==> src/rtl/inv_pkg.sv <==
// Shared definitions for the inverter stage: operating-mode encoding.
package inv_pkg;

   typedef enum logic [1:0] {
      MODE_PASS  = 2'b00,
      MODE_INV   = 2'b01,
      MODE_BLINK = 2'b10,
      MODE_MASK  = 2'b11
   } mode_e;

endpackage

==> src/rtl/inv_stage_phase_div.sv <==
// Free-running blink phase divider: toggles phase every `period` cycles.
// A period of 0 freezes the phase.
module phase_div #(
   parameter int DIV_W = 24
) (
   input  logic             clk,
   input  logic             rst,
   input  logic [DIV_W-1:0] period,
   output logic             phase
);

   logic [DIV_W-1:0] cnt_reg;
   logic             phase_reg;
   logic [DIV_W-1:0] last_cnt;

   assign last_cnt = period - DIV_W'(1);
   assign phase    = phase_reg;

   // Compare with >= so a period shrunk below the current count wraps at once.
   always_ff @(posedge clk) begin
      if (rst) begin
         cnt_reg   <= '0;
         phase_reg <= 1'b0;
      end else if (period == '0) begin
         cnt_reg   <= '0;
      end else if (cnt_reg >= last_cnt) begin
         cnt_reg   <= '0;
         phase_reg <= ~phase_reg;
      end else begin
         cnt_reg   <= cnt_reg + DIV_W'(1);
      end
   end

endmodule

==> src/rtl/inv_stage.sv <==
// Registered pass/invert/mask/blink data stage with a single valid/ready
// pipeline register and a free-running blink phase.
module inv_stage
   import inv_pkg::*;
#(
   parameter int WIDTH = 8,
   parameter int DIV_W = 24
) (
   input  logic             clk,
   input  logic             rst,
   input  logic [WIDTH-1:0] a,
   input  logic             in_valid,
   output logic             in_ready,
   input  logic [1:0]       mode,
   input  logic [WIDTH-1:0] mask,
   input  logic [DIV_W-1:0] period,
   output logic [WIDTH-1:0] y,
   output logic             out_valid,
   input  logic             out_ready,
   output logic             phase
);

   logic [WIDTH-1:0] y_reg;
   logic [WIDTH-1:0] y_next;
   logic             out_valid_reg;
   logic             fire_in;

   phase_div #(
      .DIV_W (DIV_W)
   ) u_phase_div (
      .clk    (clk),
      .rst    (rst),
      .period (period),
      .phase  (phase)
   );

   // Ready only looks at the output register, never at in_valid.
   assign in_ready  = !out_valid_reg || out_ready;
   assign fire_in   = in_valid && in_ready;
   assign y         = y_reg;
   assign out_valid = out_valid_reg;

   always_comb begin
      y_next = a;
      case (mode_e'(mode))
         MODE_PASS:  y_next = a;
         MODE_INV:   y_next = ~a;
         MODE_BLINK: y_next = phase ? ~a : a;
         MODE_MASK:  y_next = a ^ mask;
         default:    y_next = a;
      endcase
   end

   always_ff @(posedge clk) begin
      if (rst) begin
         y_reg         <= '0;
         out_valid_reg <= 1'b0;
      end else if (fire_in) begin
         y_reg         <= y_next;
         out_valid_reg <= 1'b1;
      end else if (out_ready) begin
         out_valid_reg <= 1'b0;
      end
   end

endmodule

==> config.mk <==
export PLATFORM = sky130hd
export DESIGN_NAME = inv_stage
export DESIGN_NICKNAME = d
export VERILOG_FILES = /design/src/rtl/inv_pkg.sv /design/src/rtl/inv_stage_phase_div.sv /design/src/rtl/inv_stage.sv
export SDC_FILE = /design/constraint.sdc
export NUM_CORES = 1
export LEC_CHECK = 0
export CAP_MARGIN = 20
export CELL_PAD_IN_SITES_DETAIL_PLACEMENT = 1
export CELL_PAD_IN_SITES_GLOBAL_PLACEMENT = 1
export CORE_MARGIN = 4
export CORE_UTILIZATION = 37
export CTS_CLUSTER_DIAMETER = 80
export DETAILED_ROUTE_END_ITERATION = 10
export GPL_TIMING_DRIVEN = 0
export PLACE_DENSITY = 0.81
export REMOVE_ABC_BUFFERS = 1
export SYNTH_ARGS = -nofsm -noshare
export SYNTH_HDL_FRONTEND = slang
export SYNTH_SLANG_ARGS = --single-unit
export TNS_END_PERCENT = 10
==> constraint.sdc <==
create_clock -name clk -period 4.55 [get_ports clk]
set_input_delay 0.6825 -clock clk [delete_from_list [all_inputs] [get_ports clk]]
set_output_delay 0.6825 -clock clk [all_outputs]
set_load 0.01 [all_outputs]
==> summary.md, run 1 <==
| Metric | Value |
|---|---|
| Die area | 8100 µm² |
| Ant diodes | 0 |
| Critical path startpoint | period[11] |
| Final Hold Slack | 0.503 ns |
| Worst Path Arrival | 4.42 ns |
| Die W | 90.0 µm |
| Num CTS Buffers | 5 |
| Root buffer cell | clkbuf_8 |
| Clock power frac | 43.0% |
| First-pass GRT wire length | 11.9 mm |
| Req. time, crit path | 4.78 ns |
| Layout Nets | 434 |
| Drt drc | 0 |
| Peak Freq | 0.239 GHz |
| Die Y | 90.0 µm |
| Dominant synthesized flop cell | dfxtp_1 |
| Layout cells sized above 1 | 6.91% |
| Placed cells | 428 |
| RSZ-0062 raised after global routing | false |
| Crit Path Class | in -> reg |
| Total track usage | 18.0% |
| Sw Share | 24.7% |
| Detailed Place HPWL | 5.39 mm |
| Core Footprint | 6420 µm² |
| Hold Path Class | reg -> reg |
| Logic pwr share | 18.7% |
| Status | finished clean |
| Distinct cell type count after synthesis | 39 |
| Leakage | 1.29 nW |
| Rel. slew slack | 49.2% |
| Finished layout cell area | 3330 µm² |
| Post-route clock period utilization | 92.0% |
| Reg2reg start | u_phase_div.cnt_reg[4] |
| IO Pins | 57 |
| Synthesized area | 2490 µm² |
| Grt total ovfl | 0 |
| Vias in the first global route | 2,463 |
| Largest net degree at the start of global routing | 25 |
| Clock Skews | 0.00495 ns |
| Fin. Hold Viols | 0 |
| CP Launch Type | input port |
| Switch Pwr | 0.206 mW |
| Register area share after synthesis | 27.4% |
| Max Transition Viols Final | 0 |
| Via Count | 2,376 |
| Max FFs per register | 24 |
| FF+latch count, synth | 34 |
| Wire per inst | 16.4 µm |
| Setup TNS | 0 ns |
| Peak VDD IR | 0.157 mV |
| Routed WL | 7.21 mm |
| Clk Latency, worst-skew pair | 0.30 ns |
| Post-DP Area | 3110 µm² |
| Mean Syn Cell Area | 8.27 µm² |
| Syn-to-layout area delta | 33.7% |
| Sink Count | 34 |
| TritonRoute pass-1 iters | 4 |
| Cell internal pwr | 0.628 mW |
| IO buf count | 56 |
| Clk slew on worst S/H paths | 0.08 ns |
| Pwr dens | 250 nW/µm² |
| CP Capture Type | register |
| Final GP Congestion | 0.770 |
| Synth Instances | 301 |
| Total power | 0.833 mW |
| Slew of the pin with the lowest slew margin | 0.756 ns |
| Drt via density | 5.41 |
| Yosys warning count | 0 |
| EDFF count, synth | 0 |
| Initial Util | 38.7% |
| Post-synth top area share | 27.4% |
| Post-route minimum period | 4.19 ns |
| CTS tree | built |
| Crit Path Max Fanout | 12 |
| Final non-filler cell total | 439 |
| Clk buf depth | 2 |
| Largest cells by area after synthesis | dfxtp_1, ha_1, xor2_1, xnor2_1, nor2_1 |
| Post-route antenna net violation count | 0 |
| Htree depth | 2 |
| Worst hold start | y[7] |
| Reg power frac | 38.4% |
| Asr flop ratio synth | 0% |
| Synth area leader | dfxtp_1 |
| Setup violations, final | 0 |
| Max-Cap Viols | 0 |
| Std-Cell Rows | 29 |
| 1st-iter DRT viols | 103 |
| Initial antenna violation count | 0 |
through the flow:
stage / worst slack (ns) / util [%]
2_1_floorplan: 0.624 / -
3_3_place_gp: -0.660 / 48.4
3_5_place_dp: -0.771 / 48.4
4_1_cts: 0.00603 / 51.1
5_1_grt: 0.0792 / 51.8
6_report: 0.362 / 51.8
cell type report:
| cell class | instances | area (µm²) |
|---|---|---|
| clock inverters | 2 | 60.1 |
| fillers | 770 | 3100 |
| clock buffers | 6 | 82.6 |
| flip-flops and latches | 34 | 681 |
| repair buffers | 58 | 576 |
| well taps | 77 | 96.3 |
| multi-input cells | 252 | 1790 |
| inverters | 10 | 37.5 |
synthesized netlist by cell type (2+ instances only):
| cell | instances |
|---|---|
| or4_4 | 3 |
| nand3b_1 | 2 |
| nor4_1 | 3 |
| and4_1 | 2 |
| inv_1 | 10 |
| nand3_1 | 10 |
| a211oi_1 | 8 |
| and3_1 | 3 |
| or3_1 | 2 |
| nor2_1 | 48 |
| nand2b_1 | 4 |
| nor2b_1 | 3 |
| buf_6 | 2 |
| xor2_1 | 29 |
| o21ai_0 | 15 |
| nor3_1 | 12 |
| nand2_1 | 18 |
| clkbuf_1 | 4 |
| nand4_1 | 15 |
| a21oi_1 | 8 |
| xnor2_1 | 22 |
| a21o_1 | 2 |
| ha_1 | 27 |
| dfxtp_1 | 34 |
cells by family (layout without fill, tap and decap cells):
family | after synthesis | after routing | synth area share, %
DFF | 34 | 34 | 27.4
AOI/OAI and AO/OA | 37 | 37 | 8.90
and+or+nand+nor | 135 | 136 | 28.8
muxes | 1 | 1 | 0.402
adders and majority gates | 27 | 27 | 13.6
xor gates and xnor gates | 51 | 51 | 17.9
buffers and inverters | 16 | 76 | 3.02
worst max-delay path: stages:
cell,delay [ns]
clkdlybuf4s50_1,0.51
or4_4,0.55
or4_4,0.47
or3_1,0.39
nor2_1,0.16
xnor2_1,0.14
ha_1,0.27
nand4_1,0.22
nor3_1,0.10
a221oi_1,0.27
and3_4,0.28
nand3_4,0.18
nor2_1,0.16
path summary, 6_finish.rpt:
kind	endpoint	slack (ns)	cells after the start
worst min-delay path	y[7]	0.50	2
worst max register to register	u_phase_div.cnt_reg[19]	2.35	6
worst min register to register	y[7]	0.50	2
worst max-delay path	u_phase_div.cnt_reg[13]	0.36	13
timing repair:
item	CTS	global route
resized for setup	3	7
pin swaps	1	2
setup buffers	1	1
setup endpoints to repair	25	25
gates cloned	0	1
hold buffers	0	0
power groups by stage:
stage	sequential (mW)	combinational (mW)	clock, mW
3_5_place_dp	0.326	0.152	0
6_report	0.320	0.156	0.358
5_1_grt	0.321	0.173	0.373
2_1_floorplan	0.328	0.0631	0
4_1_cts	0.320	0.155	0.360
3_3_place_gp	0.325	0.147	0
layer usage:
| layer | global-route usage [%] | part of all wire (%) | up-vias |
|---|---|---|---|
| met2 | 32.1 | 51 | 49 |
| li1 | - | - | 1183 |
| met5 | 0 | 0 | - |
| met1 | 20.3 | 42 | 1129 |
| met3 | 4.51 | 4.6 | 15 |
| met4 | 7.27 | 2.8 | 0 |
layout by cell type, fill, tap and decap left out, types with 3 or more instances in the layout:
cell type	Yosys	layout
nand2_1	18	18
dfxtp_1	34	34
a211oi_1	8	8
o21ai_0	15	14
clkbuf_8	0	6
inv_1	10	10
or4_4	3	3
clkdlybuf4s50_1	0	56
nor2b_1	3	3
nand2b_1	4	4
a21oi_1	8	8
nor2_1	48	48
nor3_1	12	12
ha_1	27	27
nand4_1	15	15
nand3_1	10	10
xor2_1	29	29
nor4_4	1	3
xnor2_1	22	22
No activity file was read; power rests on OpenSTA's default activity.
==> run 2, diff against run 1 <==
--- a/config.mk
+++ b/config.mk
@@ -14,6 +14,7 @@
 export DETAILED_ROUTE_END_ITERATION = 10
 export GPL_TIMING_DRIVEN = 0
 export PLACE_DENSITY = 0.81
+export RECOVER_POWER = 25
 export REMOVE_ABC_BUFFERS = 1
 export SYNTH_ARGS = -nofsm -noshare
 export SYNTH_HDL_FRONTEND = slang
==> run 2 against run 1 <==
Hold slack worse by 0.0026 ns. Combinational power about the same. Count of clock-buffer cells in the layout unchanged. Via count about the same. Critical path depth stayed put. Die area stayed put. Core utilization did not move. Clock power hardly changed. Maximum frequency barely moved. Final area did not move. Sequential share of layout area unchanged.
==> summary.md, run 2 (synthesis results as in run 1) <==
| Metric | Value |
|---|---|
| Status | finished clean |
| Routed WL | 7.20 mm |
| Post-route antenna net violation count | 0 |
| Htree depth | 2 |
| Post-route minimum period | 4.19 ns |
| Reg area | 681 µm² |
| Pwr dens | 250 nW/µm² |
| CP Launch Type | input port |
| CTS tree | built |
| Fin. Hold Viols | 0 |
| Post-DP Area | 3110 µm² |
| Final non-filler cell total | 439 |
| Initial antenna violation count | 0 |
| Detailed Place HPWL | 5.39 mm |
| TritonRoute pass-1 iters | 4 |
| Slew of the pin with the lowest slew margin | 0.810 ns |
| CP Capture Type | register |
| Worst-path cell chain | clkdlybuf4s50_1, or4_4, or4_4, or3_1, nor2_1, xnor2_1, ha_1, nand4_1, nor3_1, a221oi_1, and3_4, nand3_4, nor2_1 |
| Layout Nets | 434 |
| Num CTS Buffers | 5 |
| Placed cells | 428 |
| Clk buf depth | 2 |
| Drt via density | 5.42 |
| Multi-input logic area | 1790 µm² |
| Vias in the first global route | 2,463 |
| Peak Freq | 0.239 GHz |
| Initial Util | 38.7% |
| First-pass GRT wire length | 11.9 mm |
| Final GP Congestion | 0.770 |
| Sw Share | 24.8% |
| Reg power frac | 38.5% |
| Switch Pwr | 0.205 mW |
| Die area | 8100 µm² |
| Largest stage delay, worst path | 0.55 ns |
| Die Y | 90.0 µm |
| Crit Path Class | in -> reg |
| Largest net degree at the start of global routing | 25 |
| Req. time, crit path | 4.78 ns |
| Layout cells sized above 1 | 6.91% |
| Peak VDD IR | 0.156 mV |
| Wire per inst | 16.4 µm |
| IO buf count | 56 |
| Std-Cell Rows | 29 |
| Max FFs per register | 24 |
| Ant diodes | 0 |
| Grt total ovfl | 0 |
| Clock power frac | 43.1% |
| Crit Path Max Fanout | 12 |
| Syn-to-layout area delta | 33.7% |
| Total power | 0.830 mW |
| Total track usage | 18.0% |
| Finished layout cell area | 3330 µm² |
| Slowest CP cell | or4_4 |
| Max-Cap Viols | 0 |
| IO Pins | 57 |
| Worst Path Arrival | 4.42 ns |
| Setup violations, final | 0 |
| Hold Path Class | reg -> reg |
| Sink Count | 34 |
| Post-route clock period utilization | 92.0% |
| Rel. slew slack | 45.9% |
| FF-to-FF setup slack | 2.35 ns |
| Fill cells | 770 |
| Leakage | 1.31 nW |
| Clk Latency, worst-skew pair | 0.30 ns |
| Setup TNS | 0 ns |
| Drt drc | 0 |
| 1st-iter DRT viols | 103 |
| Most frequent cells in the layout | nor2_1, clkdlybuf4s50_1, dfxtp_1 |
| Logic pwr share | 18.4% |
| Cell internal pwr | 0.625 mW |
| Core Footprint | 6420 µm² |
| Root buffer cell | clkbuf_8 |
| RSZ-0062 raised after global routing | false |
| Commonest non-fill, non-tap cell in the layout | nor2_1 |
| Clock Skews | 0.00507 ns |
| Via Count | 2,378 |
| Max Transition Viols Final | 0 |
| Die W | 90.0 µm |
| Clk slew on worst S/H paths | 0.08 ns |
==> run 2: cell types whose count changed in the layout (fill, tap and decap cells not counted) <==
cell             change
and2_1               -1
dlygate4sd3_1       +10
and2_0               +1
clkdlybuf4s50_1     -10
==> run 2: layout make-up <==
class	count	share of cell area (%)
tap	77	2.90
clock buffer	6	2.48
multi-input combinational	252	53.9
sequential	34	20.5
timing repair buffer	58	17.3
clock inverter	2	1.81
inverter	10	1.13
==> run 2: critical path: cells and delay by family <==
family / cells / cell delay [ns]
adders and majority gates: 1 / 0.27
AOI/OAI and AO/OA: 1 / 0.27
buffers and inverters: 1 / 0.51
and+or+nand+nor: 9 / 2.51
xor gates and xnor gates: 1 / 0.14
==> run 2: timing repair <==
item / CTS / global route
hold buffers: 0 / 0
resized for setup: 3 / 7
buffers inserted: 1 / 1
endpoints found under the setup margin: 25 / 25
pin swaps: 1 / 2
cloned: 0 / 1
==> run 2: through the flow <==
| stage | worst slack [ns] | utilization, % | hold slack, ns |
|---|---|---|---|
| after floorplan | 0.624 | - | 0.441 |
| after global placement | -0.660 | 48.4 | 0.468 |
| after detailed placement | -0.771 | 48.4 | 0.474 |
| after CTS | 0.00603 | 51.1 | 0.510 |
| after global routing | 0.0796 | 51.8 | 0.530 |
| final | 0.362 | 51.8 | 0.500 |
==> run 2: power by group through the flow <==
stage          logic [mW]  registers (mW)  clock network (mW)
2_1_floorplan      0.0631           0.328                   0
3_3_place_gp        0.147           0.325                   0
3_5_place_dp        0.152           0.326                   0
4_1_cts             0.155           0.320               0.360
5_1_grt             0.171           0.321               0.373
6_report            0.153           0.319               0.358
==> run 2: worst paths after layout <==
kind                            cells after the start              startpoint                      end
worst max register to register                      6  u_phase_div.cnt_reg[4]  u_phase_div.cnt_reg[19]
worst min-delay path                                2                    y[7]                     y[7]
worst max-delay path                               13              period[11]  u_phase_div.cnt_reg[13]
worst min register to register                      2                    y[7]                     y[7]
==> run 2: metal layers <==
layer	wire, µm	part of all wire [%]	track usage [%]
met5	0	0	0
met4	203	2.8	7.27
met3	327	4.5	4.51
met2	3660	51	32.1
met1	3010	42	20.3
==> run 3, diff against run 2 <==
--- a/config.mk
+++ b/config.mk
@@ -9,11 +9,11 @@
 export CELL_PAD_IN_SITES_DETAIL_PLACEMENT = 1
 export CELL_PAD_IN_SITES_GLOBAL_PLACEMENT = 1
 export CORE_MARGIN = 4
-export CORE_UTILIZATION = 37
+export CORE_UTILIZATION = 34
 export CTS_CLUSTER_DIAMETER = 80
 export DETAILED_ROUTE_END_ITERATION = 10
 export GPL_TIMING_DRIVEN = 0
-export PLACE_DENSITY = 0.81
+export PLACE_DENSITY = 0.79
 export RECOVER_POWER = 25
 export REMOVE_ABC_BUFFERS = 1
 export SYNTH_ARGS = -nofsm -noshare
==> constraint.sdc (replaced) <==
create_clock -name clk -period 3.8 [get_ports clk]
set_input_delay 0.57 -clock clk [delete_from_list [all_inputs] [get_ports clk]]
set_output_delay 0.57 -clock clk [all_outputs]
set_load 0.01 [all_outputs]
==> run 3 against run 2 <==
The run now ends with negative setup slack left. Die area rose by 8.0%. Cell count rose by 10%. Count of clock-buffer cells in the layout fell by 1. Hold slack got worse by 0.0018 ns. First-iteration DRC count fell by 8.7%. Core utilization barely moved. Critical endpoint is now u_phase_div.phase. Largest power group unchanged.
==> summary.md, run 3 (synthesis results as in run 1) <==
| Metric | Value |
|---|---|
| Die W | 93.6 µm |
| Via Count | 2,523 |
| Die Y | 93.6 µm |
| CP Capture Type | register |
| Max Transition Viols Final | 0 |
| Total power | 0.987 mW |
| Fin. Hold Viols | 0 |
| Ant diodes | 0 |
| IO Pins | 57 |
| Detailed Place HPWL | 5.40 mm |
| Clk slew on worst S/H paths | 0.08 ns |
| Clk Latency, worst-skew pair | 0.29 ns |
| Die area | 8750 µm² |
| Sink Count | 34 |
| First-pass GRT wire length | 13.4 mm |
| Rel. slew slack | 49.8% |
| Top Usage Layer GRT | met2 |
| Commonest non-fill, non-tap cell in the layout | nor2_1 |
| Num CTS Buffers | 5 |
| Layout cells sized above 1 | 19.1% |
| Worst hold start | u_phase_div.cnt_reg[0] |
| Setup violations, final | 2 |
| Layout Nets | 459 |
| Failing checks | negative setup slack |
| 1st-iter DRT viols | 94 |
| Most frequent cells in the layout | nor2_1, dfxtp_1, clkdlybuf4s50_1 |
| Crit Path Max Fanout | 5 |
| Post-route antenna net violation count | 0 |
| Peak Freq | 0.261 GHz |
| Critical path startpoint | period[14] |
| Worst Path Arrival | 3.98 ns |
| Clock Skews | 0.00532 ns |
| Grt total ovfl | 0 |
| TritonRoute pass-1 iters | 4 |
| Post-route minimum period | 3.82 ns |
| Placed cells | 447 |
| Final non-filler cell total | 483 |
| Final worst slack | -0.0243 ns |
| Peak VDD IR | 0.153 mV |
| CTS Hold Buffers Added | 0 |
| Routed WL | 8.29 mm |
| Initial Util | 35.8% |
| Clk buf depth | 2 |
| Pwr dens | 275 nW/µm² |
| M2 GR Usage | 36.9% |
| Vias in the first global route | 2,826 |
| Leakage | 1.47 nW |
| Grt met1 use | 21.3% |
| CP Launch Type | input port |
| Wire per inst | 17.2 µm |
| Post-route clock period utilization | 101% |
| Root buffer cell | clkbuf_8 |
| Reg2reg start | u_phase_div.cnt_reg[4] |
| Drt drc | 0 |
| Std-Cell Rows | 30 |
| Crit Path Class | in -> reg |
| Met3 GRT Util | 2.98% |
| Htree depth | 2 |
| Largest net degree at the start of global routing | 17 |
| IO buf count | 56 |
| CTS tree | built |
| Slew of the pin with the lowest slew margin | 0.748 ns |
| Initial antenna violation count | 0 |
| Hold Path Class | reg -> reg |
| Status | complete, but fails checks |
| Req. time, crit path | 3.96 ns |
| Syn-to-layout area delta | 44.4% |
| Core Footprint | 6940 µm² |
| Setup TNS | -0.0249 ns |
| Max FFs per register | 24 |
| Total track usage | 19.2% |
| Max-Cap Viols | 0 |
| Drt via density | 5.22 |
| Final GP Congestion | 0.778 |
## run 3: cell types whose count changed in the layout (fill, tap and decap cells not counted), sizes merged
cell,change
dlygate4sd2,+3
buf,+27
dlymetal6s2s,+1
clkdlybuf4s50,-13
nand3,+1
clkinv,+1
clkbuf,+5
## run 3: timing repair
item | 4_1_cts | 5_1_grt
buffers inserted | 17 | 9
pin swaps | 21 | 17
endpoints found under the hold margin | 0 | 0
cloned | 1 | 1
resized for setup | 50 | 17
endpoints found under the setup margin | 25 | 25
## run 3: metal layers
metal	vias up	share of wire, %
li1	1234	-
met1	1230	40
met2	49	55
met3	10	3.1
met4	0	2.0
met5	-	0
## run 3: path summary, 6_finish.rpt
path | cells past startpoint | end | slack (ns)
hold / removal | 1 | u_phase_div.cnt_reg[0] | 0.50
setup / recovery | 14 | u_phase_div.phase | -0.02
setup reg to reg | 6 | u_phase_div.cnt_reg[15] | 1.62
hold reg to reg | 1 | u_phase_div.cnt_reg[0] | 0.50
## run 3: power breakdown
part	internal, mW	leakage [nW]	switching [mW]	total [mW]
clock network	0.263	0.0683	0.146	0.409
logic	0.102	1.13	0.0933	0.196
registers	0.370	0.277	0.0126	0.382
total	0.735	1.47	0.252	0.987
## run 3: worst max-delay path: stages
cell,delay [ns]
buf_2,0.11
or4_4,0.54
or4_4,0.46
or3_4,0.39
nor2_4,0.15
xnor2_2,0.14
ha_1,0.29
nand4_1,0.21
buf_4,0.16
nor3_2,0.04
a221oi_2,0.28
and3_4,0.30
mux2i_1,0.21
nand4_1,0.12
## run 3: cell type report
class                   count  area, µm²
fillers                   821       3350
multi-input cells         253       1910
repair buffers             82        713
flip-flops and latches     34        681
well taps                  96        120
clock buffers               5       68.8
clock inverters             3       68.8
inverters                  10       37.5
## run 3: through the flow
| step | instance area [µm²] | util (%) | hold WS (ns) | setup slack (ns) |
|---|---|---|---|---|
| 2_1_floorplan | 2450 | - | 0.441 | -0.0133 |
| 3_3_place_gp | 3130 | 45.1 | 0.466 | -1.27 |
| 3_5_place_dp | 3130 | 45.1 | 0.475 | -1.47 |
| 4_1_cts | 3510 | 50.6 | 0.496 | 0.00352 |
| 5_1_grt | 3590 | 51.8 | 0.518 | -0.118 |
| 6_report | 3590 | 51.8 | 0.499 | -0.0243 |
==> RTL edit 1, RTL diff (config.mk and constraints of run 2) <==
Set the parameter `WIDTH` to 12 (it was 8).
--- a/src/rtl/inv_stage.sv
+++ b/src/rtl/inv_stage.sv
@@ -3,7 +3,7 @@
 module inv_stage
    import inv_pkg::*;
 #(
-   parameter int WIDTH = 8,
+   parameter int WIDTH = 12,
    parameter int DIV_W = 24
 ) (
    input  logic             clk,
Interface: changed (resized a, mask and y); port bits go from 57 to 69. No check against the original RTL was run, so the function may have changed too.
==> RTL edit 1 against run 2 <==
  * Setup slack better by 0.068 ns
  * Utilization up 0.20 points
  * Clock power up 3%
  * Sequential cell count up 4
  * Hold slack better by 0.0033 ns
  * Design area up 7.4%
  * Total power up 9.2%
  * Wire length up 4.9%
  * Synthesized area up 6.7%
  * Largest cell class unchanged
==> RTL edit 1: results (changes against run 2) <==
Setup Skew: 0.00611 ns (+0.00104 ns)
CTS buffer count: 5 (unchanged)
Fin nets: 467 (+7.6%)
Worst hold path class: flop to flop
Distinct cells, synth: 39 (unchanged)
Largest net degree at the start of global routing: 25 (unchanged)
Largest register FFs: 24 (unchanged)
Routed Antenna Nets: 0 (unchanged)
Antenna violations before repair: 0 (unchanged)
Drt via density: 5.17 (-4.6%)
# fillers: 820 (+6.5%)
CP max-delay cell: nor4_2
DP HPWL: 5810 µm (+7.8%)
Htree depth: 2 (unchanged)
CP delay by family, top: simple AND/OR/NAND/NOR gates
Peak supply drop: 0.131 mV (-16%)
Seq pwr share: 0.396 (+0.011)
Max-slew headroom: 0.477 (+0.0180)
Clock Path Buffers: 2 (unchanged)
Grt ovf: 0 (unchanged)
Post-synthesis async set-or-reset flop share: 0 (unchanged)
Crit path max fanout: 24 (+12)
Data arrival time of the critical path: 4.30 ns (-0.12 ns)
Status: finished, final reports clean
Initial detailed-routing violation count: 46 (-55%)
Delay of the slowest critical-path stage: 0.50 ns (-0.05 ns)
Diode count: 0 (unchanged)
First-pass GRT wire length: 12,400 µm (+4.0%)
Switch share: 0.252 (+0.00433)
CTS root buffer: clkbuf_8
WL final: 7560 µm (+4.9%)
Ratio of cells with drive above 1 in the final layout: 0.0465 (-0.0225)
Drt first pass iters: 4 (unchanged)
Routability cong.: 0.761 (-1.2%)
Seq/Total Area, Yosys: 0.286 (+0.0129)
Commonest cells in the netlist: nor2_1, dfxtp_1, xor2_1, ha_1, nand2_1
Leak Pwr: 1.43 nW (+9.0%)
GRT Total Usage: 0.180 (+0.000295)
Postcts setup bufs: 0 (-1)
Vias in the first global route: 2,656 (+7.8%)
Clk Latency, worst-skew pair: 0.30 ns (about the same)
Synth area leaders: dfxtp_1, ha_1, xor2_1
Reg clk slew, reported paths: 0.08 ns (about the same)
Yosys warning total: 0 (unchanged)
Synth Flop Type: dfxtp_1
Top cell type's share of synthesized area: 0.286 (+0.0129)
IO Port Bufs: 68 (+21%)
[RTL edit 1: metrics by stage]
stage | utilization | setup slack, ns | instances | area, µm² | total power [W]
floorplan | - | 1.19 | 311 | 2610 | 0.000445
global placement | 0.496 | -0.0291 | 475 | 3410 | 0.000542
detailed placement | 0.496 | -0.228 | 475 | 3410 | 0.000550
CTS | 0.517 | 0.0141 | 483 | 3550 | 0.000919
global route | 0.520 | 0.0525 | 483 | 3570 | 0.000946
finish | 0.520 | 0.430 | 483 | 3570 | 0.000907
[RTL edit 1: cells by family (layout without fill, tap and decap cells)]
group,count (synthesis),count (layout),synth area share
buf+inv,18,83,0.0292
fa+ha+maj,27,27,0.127
mux,1,1,0.00377
flops,38,38,0.286
simple gates,138,138,0.270
compound gates,44,44,0.0989
xor+xnor,56,56,0.185
[RTL edit 1: layer usage]
metal  share of wire  routed length (µm)  track usage
met5               0                   0            0
met1            0.41                3060        0.200
met4           0.016                 123       0.0525
met2            0.54                4100        0.342
met3           0.035                 268       0.0374
[RTL edit 1: path summary, 6_finish.rpt]
| path | from | end | slack, ns | cells after the start |
|---|---|---|---|---|
| worst min register to register | y[2] | y[2] | 0.50 | 2 |
| worst max-delay path | period[3] | u_phase_div.cnt_reg[17] | 0.43 | 13 |
| worst min-delay path | y[2] | y[2] | 0.50 | 2 |
| worst max register to register | u_phase_div.cnt_reg[0] | u_phase_div.cnt_reg[17] | 2.32 | 8 |
[RTL edit 1: power by group through the flow]
| stage | clock network [W] | logic (W) | registers (W) |
|---|---|---|---|
| after floorplan | 0 | 0.0000741 | 0.000371 |
| after global placement | 0 | 0.000176 | 0.000366 |
| after detailed placement | 0 | 0.000183 | 0.000367 |
| after CTS | 0.000374 | 0.000186 | 0.000359 |
| after global routing | 0.000384 | 0.000200 | 0.000362 |
| final | 0.000368 | 0.000180 | 0.000359 |
[RTL edit 1: worst register-to-register path, stage by stage, from the launching register on]
cell     delay (ns)
dfxtp_1        0.44
inv_1          0.09
ha_1           0.28
and3_1         0.16
o21ai_0        0.18
a31oi_1        0.16
o21ai_0        0.34
nand3_4        0.33
nor2_1         0.20
[RTL edit 1: cell type report]
class / instances / area share
timing repair buffer: 68 / 0.191
multi-input combinational: 266 / 0.516
sequential: 38 / 0.213
clock inverter: 2 / 0.0168
clock buffer: 6 / 0.0231
inverter: 7 / 0.00736
tap: 96 / 0.0336
[RTL edit 1: timing repair]
action / CTS / global route
hold endpoints to repair: 0 / 0
endpoints found under the setup margin: 0 / 24
resized for setup: 0 / 4
==> RTL edit 2, RTL diff (config.mk and constraints of run 2) <==
Without the edit above. Register the inputs `mode` and `period` before use, without a reset. The logic sees them one clock later. The other inputs are not delayed to match. Comments in the files are not updated.
--- a/src/rtl/inv_stage.sv
+++ b/src/rtl/inv_stage.sv
@@ -20,6 +20,14 @@
    output logic             phase
 );
 
+   logic [1:0] mode_q;
+   logic [DIV_W-1:0] period_q;
+
+   always_ff @(posedge clk) begin
+      mode_q   <= mode;
+      period_q <= period;
+   end
+
    logic [WIDTH-1:0] y_reg;
    logic [WIDTH-1:0] y_next;
    logic             out_valid_reg;
@@ -30,7 +38,7 @@
    ) u_phase_div (
       .clk    (clk),
       .rst    (rst),
-      .period (period),
+      .period (period_q),
       .phase  (phase)
    );
 
@@ -42,7 +50,7 @@
 
    always_comb begin
       y_next = a;
-      case (mode_e'(mode))
+      case (mode_e'(mode_q))
          MODE_PASS:  y_next = a;
          MODE_INV:   y_next = ~a;
          MODE_BLINK: y_next = phase ? ~a : a;
Check against the original RTL: not equivalent (a bounded check fails within 4 cycles, from zero or initial values and one cycle with rst high).
==> RTL edit 2 against run 2 <==
  * Clock power up 96%
  * Count of clock-buffer cells in the layout up 3
  * Total power up 68%
  * Synthesized area up 21%
  * Synthesized cell count up 5.0%
  * Sequential cell count up 26
  * Setup slack better by 0.42 ns
  * Wire length up 8.5%
  * Design area up 18%
  * Die area up 19%
  * Sequential power up 78%
  * Critical path type is now flop to flop
  * Critical endpoint is now u_phase_div.cnt_reg[5]
  * Highest routed layer unchanged
==> RTL edit 2: results (changes against run 2) <==
Status: finished, final reports clean
Reg2reg setup slack: 0.78 ns (-1.57 ns)
Met2 wire length: 4110 µm (+12%)
Peak supply drop: 0.166 mV (+6.2%)
Delay of the slowest critical-path stage: 0.71 ns (+0.16 ns)
P_int: 0.00109 W (+75%)
Power Dens Cells: 355 nW/µm² (+42%)
Comb power frac: 0.090 (-0.094)
First-pass GRT wire length: 13,300 µm (+12%)
Clock network power share: 0.503 (+0.072)
Worst reg2reg path endpoint: u_phase_div.cnt_reg[5]
Initial detailed-routing violation count: 43 (-58%)
Max-slew headroom: 0.468 (+0.00851)
Htree depth: 3 (+1)
Seq/Total Area, Yosys: 0.400 (+0.126)
Grt met2 use: 0.314 (-0.00748)
Wire length on met3: 337 µm (+3.1%)
Worst hold start: u_phase_div.cnt_reg[0]
Postcts setup bufs: 0 (-1)
CTS buffer count: 9 (+4)
WL final: 7810 µm (+8.5%)
Leak Pwr: 1.51 nW (+16%)
Hold Crit Endpoint: u_phase_div.cnt_reg[0]
R2r worst-path depth: 12 (+6)
Distinct cells, synth: 42 (+7.7%)
Hold Worst Slack: 0.493 ns (-0.00735 ns)
M3 GR Usage: 0.0543 (+0.00921)
Synth area leaders: dfxtp_1, ha_1, xor2_1
WL met1: 3180 µm (+5.6%)
Post_cts resized: 0 (-3)
Crit path max fanout: 24 (+12)
-- RTL edit 2: final cells by class --
type / instances / area, µm²
tap: 102 / 128
inverter: 8 / 30.0
clock buffer: 9 / 124
clock inverter: 7 / 163
timing repair buffer: 56 / 561
fill: 883 / 3870
multi-input combinational: 241 / 1730
sequential: 60 / 1200
-- RTL edit 2: kinds of logic (layout without fill, tap and decap cells) --
logic type / count (synthesis) / in the layout / share of synthesized area
adders and majority gates: 27 / 27 / 0.112
buffers and inverters: 15 / 80 / 0.0237
muxes: 1 / 1 / 0.00375
and+or+nand+nor: 126 / 126 / 0.236
xor gates and xnor gates: 51 / 51 / 0.149
DFF: 60 / 60 / 0.400
AOI/OAI and AO/OA: 36 / 36 / 0.0754
-- RTL edit 2: stage by stage --
step,setup WS [ns],std cells
after detailed placement,0.806,467
after global placement,0.958,467
after CTS,0.754,483
after floorplan,1.43,309
after global routing,0.445,483
final,0.780,483
